==> src/rtl/jac_isa_pkg.sv <==
// Jac1-8 instruction set: widths, opcode map, status bit positions and
// instruction field slices shared by the control unit and register file.
package jac_isa_pkg;

  localparam int DataWidth     = 8;
  localparam int NumOpCodeBits = 5;
  localparam int ParamBits     = 8;
  localparam int NumStatusBits = 6;
  localparam int RegAddrBits   = 2;
  localparam int InstrWidth    = 17;
  localparam int NumRegs       = 1 << RegAddrBits;

  localparam int OpMsb    = 16;
  localparam int OpLsb    = 12;
  localparam int RaMsb    = 11;
  localparam int RaLsb    = 10;
  localparam int RbMsb    = 9;
  localparam int RbLsb    = 8;
  localparam int ParamMsb = 7;
  localparam int ParamLsb = 0;

  localparam int StC  = 0;
  localparam int StU  = 1;
  localparam int StZ  = 2;
  localparam int StEq = 3;
  localparam int StGt = 4;
  localparam int StSt = 5;

  localparam logic [NumOpCodeBits-1:0] Op_NOP  = 5'b0_0000;
  localparam logic [NumOpCodeBits-1:0] Op_ADD  = 5'b0_0001;
  localparam logic [NumOpCodeBits-1:0] Op_SUB  = 5'b0_0010;
  localparam logic [NumOpCodeBits-1:0] Op_AND  = 5'b0_0011;
  localparam logic [NumOpCodeBits-1:0] Op_OR   = 5'b0_0100;
  localparam logic [NumOpCodeBits-1:0] Op_NOT  = 5'b0_0101;
  localparam logic [NumOpCodeBits-1:0] Op_XOR  = 5'b0_0110;
  localparam logic [NumOpCodeBits-1:0] Op_SHL  = 5'b0_0111;
  localparam logic [NumOpCodeBits-1:0] Op_SHR  = 5'b0_1000;
  localparam logic [NumOpCodeBits-1:0] Op_VAL  = 5'b0_1001;
  localparam logic [NumOpCodeBits-1:0] Op_CMP  = 5'b0_1010;
  // ADDC/SUBU exist in the ALU but this sequencer never issues them.
  localparam logic [NumOpCodeBits-1:0] Op_ADDC = 5'b0_1011;
  localparam logic [NumOpCodeBits-1:0] Op_SUBU = 5'b0_1100;
  localparam logic [NumOpCodeBits-1:0] Op_GOTO = 5'b1_0000;
  localparam logic [NumOpCodeBits-1:0] Op_IFZ  = 5'b1_0001;
  localparam logic [NumOpCodeBits-1:0] Op_IFNZ = 5'b1_0010;
  localparam logic [NumOpCodeBits-1:0] Op_IFEQ = 5'b1_0011;
  localparam logic [NumOpCodeBits-1:0] Op_IFST = 5'b1_0100;
  localparam logic [NumOpCodeBits-1:0] Op_IFGT = 5'b1_0101;

  typedef enum logic {FETCH, EXEC} state_t;

  // Opcodes that are forwarded to the ALU during EXEC.
  function automatic logic is_alu_op(input logic [NumOpCodeBits-1:0] op);
    return ((op >= Op_ADD) && (op <= Op_SHR)) || (op == Op_CMP);
  endfunction

endpackage

==> src/rtl/jac_regfile.sv <==
// 4-entry register file: two asynchronous read ports, one synchronous write port.
module jac_regfile
  import jac_isa_pkg::*;
(
  input  logic                   clock,
  input  logic                   reset,
  input  logic [RegAddrBits-1:0] rd_addr_a,
  output logic [DataWidth-1:0]   rd_data_a,
  input  logic [RegAddrBits-1:0] rd_addr_b,
  output logic [DataWidth-1:0]   rd_data_b,
  input  logic                   wr_en,
  input  logic [RegAddrBits-1:0] wr_addr,
  input  logic [DataWidth-1:0]   wr_data
);

  logic [DataWidth-1:0] regs [NumRegs];

  always_ff @(posedge clock or posedge reset) begin
    if (reset) begin
      for (int i = 0; i < NumRegs; i++) regs[i] <= '0;
    end else if (wr_en) begin
      regs[wr_addr] <= wr_data;
    end
  end

  assign rd_data_a = regs[rd_addr_a];
  assign rd_data_b = regs[rd_addr_b];

endmodule

==> src/rtl/jac_control_unit.sv <==
// Jac1-8 fetch/execute sequencer: fetches over req/valid, drives the ALU,
// writes back results and resolves GOTO/IF* against the latched status.
module jac_control_unit
  import jac_isa_pkg::*;
(
  input  logic                     clock,
  input  logic                     reset,
  input  logic                     run,
  output logic                     instr_req,
  output logic [ParamBits-1:0]     instr_addr,
  input  logic                     instr_valid,
  input  logic [InstrWidth-1:0]    instr_data,
  output logic [NumOpCodeBits-1:0] alu_opcode,
  output logic [DataWidth-1:0]     alu_operand1,
  output logic [DataWidth-1:0]     alu_operand2,
  output logic [ParamBits-1:0]     alu_param,
  input  logic [DataWidth-1:0]     alu_result,
  input  logic [NumStatusBits-1:0] alu_status,
  output logic [NumStatusBits-1:0] status_q,
  output logic                     retire
);

  state_t                   state, state_next;
  logic [ParamBits-1:0]     pc, pc_next;
  logic [InstrWidth-1:0]    ir;
  logic [NumOpCodeBits-1:0] op;
  logic [RegAddrBits-1:0]   ra, rb;
  logic [ParamBits-1:0]     param;
  logic [DataWidth-1:0]     rd_a, rd_b, wr_data;
  logic                     exec, drive, wr_en, status_we, taken;

  assign op    = ir[OpMsb:OpLsb];
  assign ra    = ir[RaMsb:RaLsb];
  assign rb    = ir[RbMsb:RbLsb];
  assign param = ir[ParamMsb:ParamLsb];
  assign exec  = (state == EXEC);

  jac_regfile u_regfile (
    .clock     (clock),
    .reset     (reset),
    .rd_addr_a (ra),
    .rd_data_a (rd_a),
    .rd_addr_b (rb),
    .rd_data_b (rd_b),
    .wr_en     (wr_en),
    .wr_addr   (ra),
    .wr_data   (wr_data)
  );

  always_comb begin
    state_next = state;
    instr_req  = 1'b0;
    case (state)
      FETCH: begin
        instr_req = run;
        if (run && instr_valid) state_next = EXEC;
      end
      EXEC:    state_next = FETCH;
      default: state_next = FETCH;
    endcase
  end

  // Idle ALU inputs are forced to zero so the ALU sees a NOP outside EXEC.
  assign drive        = exec && is_alu_op(op);
  assign alu_opcode   = drive ? op    : '0;
  assign alu_operand1 = drive ? rd_a  : '0;
  assign alu_operand2 = drive ? rd_b  : '0;
  assign alu_param    = drive ? param : '0;
  assign instr_addr   = pc;

  always_comb begin
    wr_en     = 1'b0;
    wr_data   = alu_result;
    status_we = 1'b0;
    taken     = 1'b0;
    if (exec) begin
      case (op)
        Op_ADD, Op_SUB, Op_AND, Op_OR, Op_NOT, Op_XOR, Op_SHL, Op_SHR: begin
          wr_en     = 1'b1;
          status_we = 1'b1;
        end
        Op_CMP:  status_we = 1'b1;
        Op_VAL: begin
          wr_en   = 1'b1;
          wr_data = param;
        end
        Op_GOTO: taken = 1'b1;
        Op_IFZ:  taken = status_q[StZ];
        Op_IFNZ: taken = !status_q[StZ];
        Op_IFEQ: taken = status_q[StEq];
        Op_IFST: taken = status_q[StSt];
        Op_IFGT: taken = status_q[StGt];
        default: ;
      endcase
    end
    pc_next = taken ? param : pc + 1'b1;
  end

  always_ff @(posedge clock or posedge reset) begin
    if (reset) begin
      state    <= FETCH;
      pc       <= '0;
      ir       <= '0;
      status_q <= '0;
      retire   <= 1'b0;
    end else begin
      state  <= state_next;
      retire <= exec;
      if ((state == FETCH) && instr_req && instr_valid) ir <= instr_data;
      if (exec) pc <= pc_next;
      if (status_we) status_q <= alu_status;
    end
  end

endmodule

==> config.mk <==
export PLATFORM = sky130hd
export DESIGN_NAME = jac_control_unit
export DESIGN_NICKNAME = d
export VERILOG_FILES = /design/src/rtl/jac_isa_pkg.sv /design/src/rtl/jac_regfile.sv /design/src/rtl/jac_control_unit.sv
export SDC_FILE = /design/constraint.sdc
export NUM_CORES = 1
export LEC_CHECK = 0
export ABC_CLOCK_PERIOD_IN_PS = 2700
export BUFFER_PORTS_ARGS = -buffer_cell sky130_fd_sc_hd__buf_2
export CORE_UTILIZATION = 54
export CTS_CLUSTER_SIZE = 16
export DETAILED_ROUTE_END_ITERATION = 12
export GPL_ROUTABILITY_DRIVEN = 0
export PLACE_DENSITY = 0.91
export SETUP_SLACK_MARGIN = 0.5
export SLEW_MARGIN = 10
export SYNTH_ARGS = -nofsm -noshare
export SYNTH_HDL_FRONTEND = slang
export SYNTH_SLANG_ARGS = --single-unit
==> constraint.sdc <==
create_clock -name clock -period 2.7 [get_ports clock]
set_input_delay 0.675 -clock clock [delete_from_list [all_inputs] [get_ports clock]]
set_output_delay 0.675 -clock clock [all_outputs]
set_load 0.01 [all_outputs]
==> qor.yml <==
clocking:
  cts_buffers: 9
  postCtsHoldBufs: 0
  htreeDepth: 3
  cts_max_path_buffers: 2
  path_clk_slew_ps: 70
  ctsRootBufferMaster: "clkbuf_8"
  cts.sink_count: 65
  clkLatencyLatePin_ps: 350
  tritoncts: "built"
setup_path:
  cp_num_buf_inv: 3
  worstSetupStartpointType: "flip-flop"
  critical_path_class: "reg -> out"
  crit_chain: "nor4_4 > nor3_4 > buf_6 > buf_8 > and2_1 > buf_2"
  slowest_stage: "dfrtp_2"
  endpoint: "alu_operand2[4]"
  cp_slowest_stage_delay_ps: 440
  critical-path-top-delay-family: "simple AND/OR/NAND/NOR gates"
  r2r-end: "u_regfile.regs[30]"
  r2r_slack_ps: 440
  critPathRequiredTime_ps: 2030
  worstSetupPathDepth: 6
  reg2regPathDepth: 5
  critPathMaxFanout: 7
  cp-end-kind: "output pin"
  startpoint: "ir[15]"
  arrival_ps: 1830
  worstReg2RegStart: "ir[13]"
layout:
  layout-drive-gt1-share: 0.648
  fill_cells: 369
  antennaDiodeCount: 0
  finish.net_count: 404
  synthToLayoutAreaGrowth_pct: 31.3
grt:
  grt_pass1_wl_mm: 14.5
  antenna_found_initial: 0
  overflow: 0
  grtUsageTotal: 0.305
  grt_max_degree: 43
  grt_pass1_vias: 2835
logic_synthesis:
  yosys.area_share.adder: 0.00360
  synth-xor-area-share: 0
  yosys_register_bits: 65
  netlist_instances: 261
  syn_avg_cell_area_sq_um: 13.3
  synth-warning-count: 0
  synthesis.area_sq_um: 3480
  synth_top_family_by_area: "multiplexers"
  synth_mux_area_frac: 0.308
  synth_compound_area_frac: 0.0623
  synthSimpleGateAreaFrac: 0.128
  post-synth-top-area-cell: "dfrtp_1"
  syn-num-nets: 297
  synth_top_area_share: 0.468
  synth.area.top_cells: "dfrtp_1 47%, mux2_2 20%, mux4_2 10%, and2_1 6.1%, a221o_1 1.7%"
  ys_seq_area_frac: 0.468
  synth_cell_types: 41
timing:
  finClkSkew_ps: 7.08
  max_freq_mhz: 399
  min_period_ps: 2510
  final-hold-violation-count: 0
  setup_tns_ps: 0
  tightest_slew_ps: 691
  worst_slack_ps: 194
  period_share: 0.928
  setup_viol: 0
  rsz0062_at_grt: "true"
  max_slew_margin: 0.538
  drv_slew: 0
status:
  status: "complete, no violations"
routing:
  drc: 0
  wl_per_cell_um: 21.3
  drt_first_pass_iters: 5
  avgViaCountPerCell: 6.28
  vias: 2788
  finalWirelength_mm: 9.47
  antenna_left: 0
  drtIter0Drc: 178
die:
  die_w_um: 82.2
  ioPinCount: 80
  core_sq_um: 6060
  die_h_um: 82.2
  start_util: 0.574
  dieArea_sq_um: 6760
  rows: 28
placed_design:
  dp_slack_ps: 302
  port-buffer-count: 78
  place_hpwl_mm: 5.29
job:
  max-cap-violations: 0
power_and_ir_drop:
  leakage_nw: 2.04
  vdd_drop_max_mv: 0.646
  p_per_area_nw_per_um2: 805
hold_path:
  hold_class: "in -> async"
## placed cells by master, fill, tap and decap left out, drive strengths merged, types with 2 or more instances in the layout
master,synthesis,routed
buf,8,112
dfrtp,65,65
mux2,63,63
and2,34,34
mux4,16,16
clkbuf,8,11
nand2,7,7
a32oi,6,6
a221o,6,6
nor2b,4,4
nand3,4,4
o21ai,4,4
nand2b,3,3
inv,4,3
or3,3,3
or4,3,3
nor3,3,3
a211o,2,2
nand3b,2,2
a211oi,2,2
## through the flow
step	cell area, sq um	power, mW	instances	hold slack, ps	utilization
after floorplan	3480	2.42	261	450	-
after global placement	3920	2.66	402	462	0.647
after detailed placement	3920	2.73	402	471	0.647
after CTS	4500	3.61	441	391	0.742
after global routing	4570	3.84	444	421	0.753
final	4570	3.68	444	369	0.753
## per-layer routing
layer | global-route usage | wire length, um | part of all wire | vias up
li1 | - | - | - | 1185
met2 | 0.511 | 4810 | 0.51 | 161
met4 | 0.140 | 261 | 0.028 | 0
met1 | 0.361 | 3590 | 0.38 | 1408
met3 | 0.0912 | 806 | 0.085 | 34
met5 | 0 | 0 | 0 | -
## what timing repair did
action,in CTS,in global routing
pin swaps,14,2
gates cloned,4,0
hold endpoints to repair,0,0
resized for setup,59,8
endpoints found under the setup margin,28,68
setup buffers,23,3
## final cells by class
type	count	area [sq um]	share of cell area
Inverter	4	18.8	0.00411
Clock inverter	1	5.00	0.00110
Timing Repair Buffer	112	830	0.182
Clock buffer	11	151	0.0332
Multi-Input combinational cell	176	1830	0.400
Sequential cell	65	1640	0.359
Tap cell	75	93.8	0.0206
## worst register-to-register path: stages (launching register included)
cell and delay [ps]:
dfrtp_2 420, buf_4 160, or2_4 270, nor3_2 550, mux2_2 460, mux2_2 280
## kinds of logic (layout without fill, tap and decap cells)
kind of cell / after synthesis / after routing
muxes: 79 / 79
and+or+nand+nor: 69 / 69
DFF: 65 / 65
AOI/OAI and AO/OA: 26 / 26
buffers and inverters: 20 / 128
adders and majority gates: 1 / 1
other: 1 / 1
## how the worst min path moves through the flow
stage	from	to	cells after the start
5_1_grt	reset	status_q[1]	2
3_5_place_dp	status_q[0]	status_q[0]	1
2_1_floorplan	exec	retire	0
3_3_place_gp	status_q[0]	status_q[0]	1
6_report	reset	status_q[1]	2
4_1_cts	reset	status_q[1]	2
## flip-flops by register name (all words and copies together) (netlist names)
register and count:
exec 1, instr_addr 8, retire 1, u_regfile.regs 32, status_q 6, ir 17
## where the power goes
part	switching [mW]	internal, mW	total (mW)	leakage (nW)
Clock	0.352	0.361	0.713	0.0830
Combinational	0.499	0.793	1.29	1.20
Sequential	0.335	1.34	1.67	0.754
Total	1.19	2.49	3.68	2.04
## Yosys cell counts, drive strengths merged
cell type and number:
a211o 2, buf 8, conb 1, o21a 1
nand4 1, o21ai 4, nor3 3, a311oi 1
and2 34, nor2 1, nand3 4, nand2 7
a221o 6, a31o 1, a31oi 1, a211oi 2
nor3b 1, mux2 63, or3 3, a21oi 1
or4 3, clkbuf 8, and3 1, inv 4
nand3b 2, ha 1, or2 1, dfrtp 65
a311o 1, nor2b 4, nor4 1, nand2b 3
mux4 16, a32oi 6
Power figures use the tool's default switching activity.
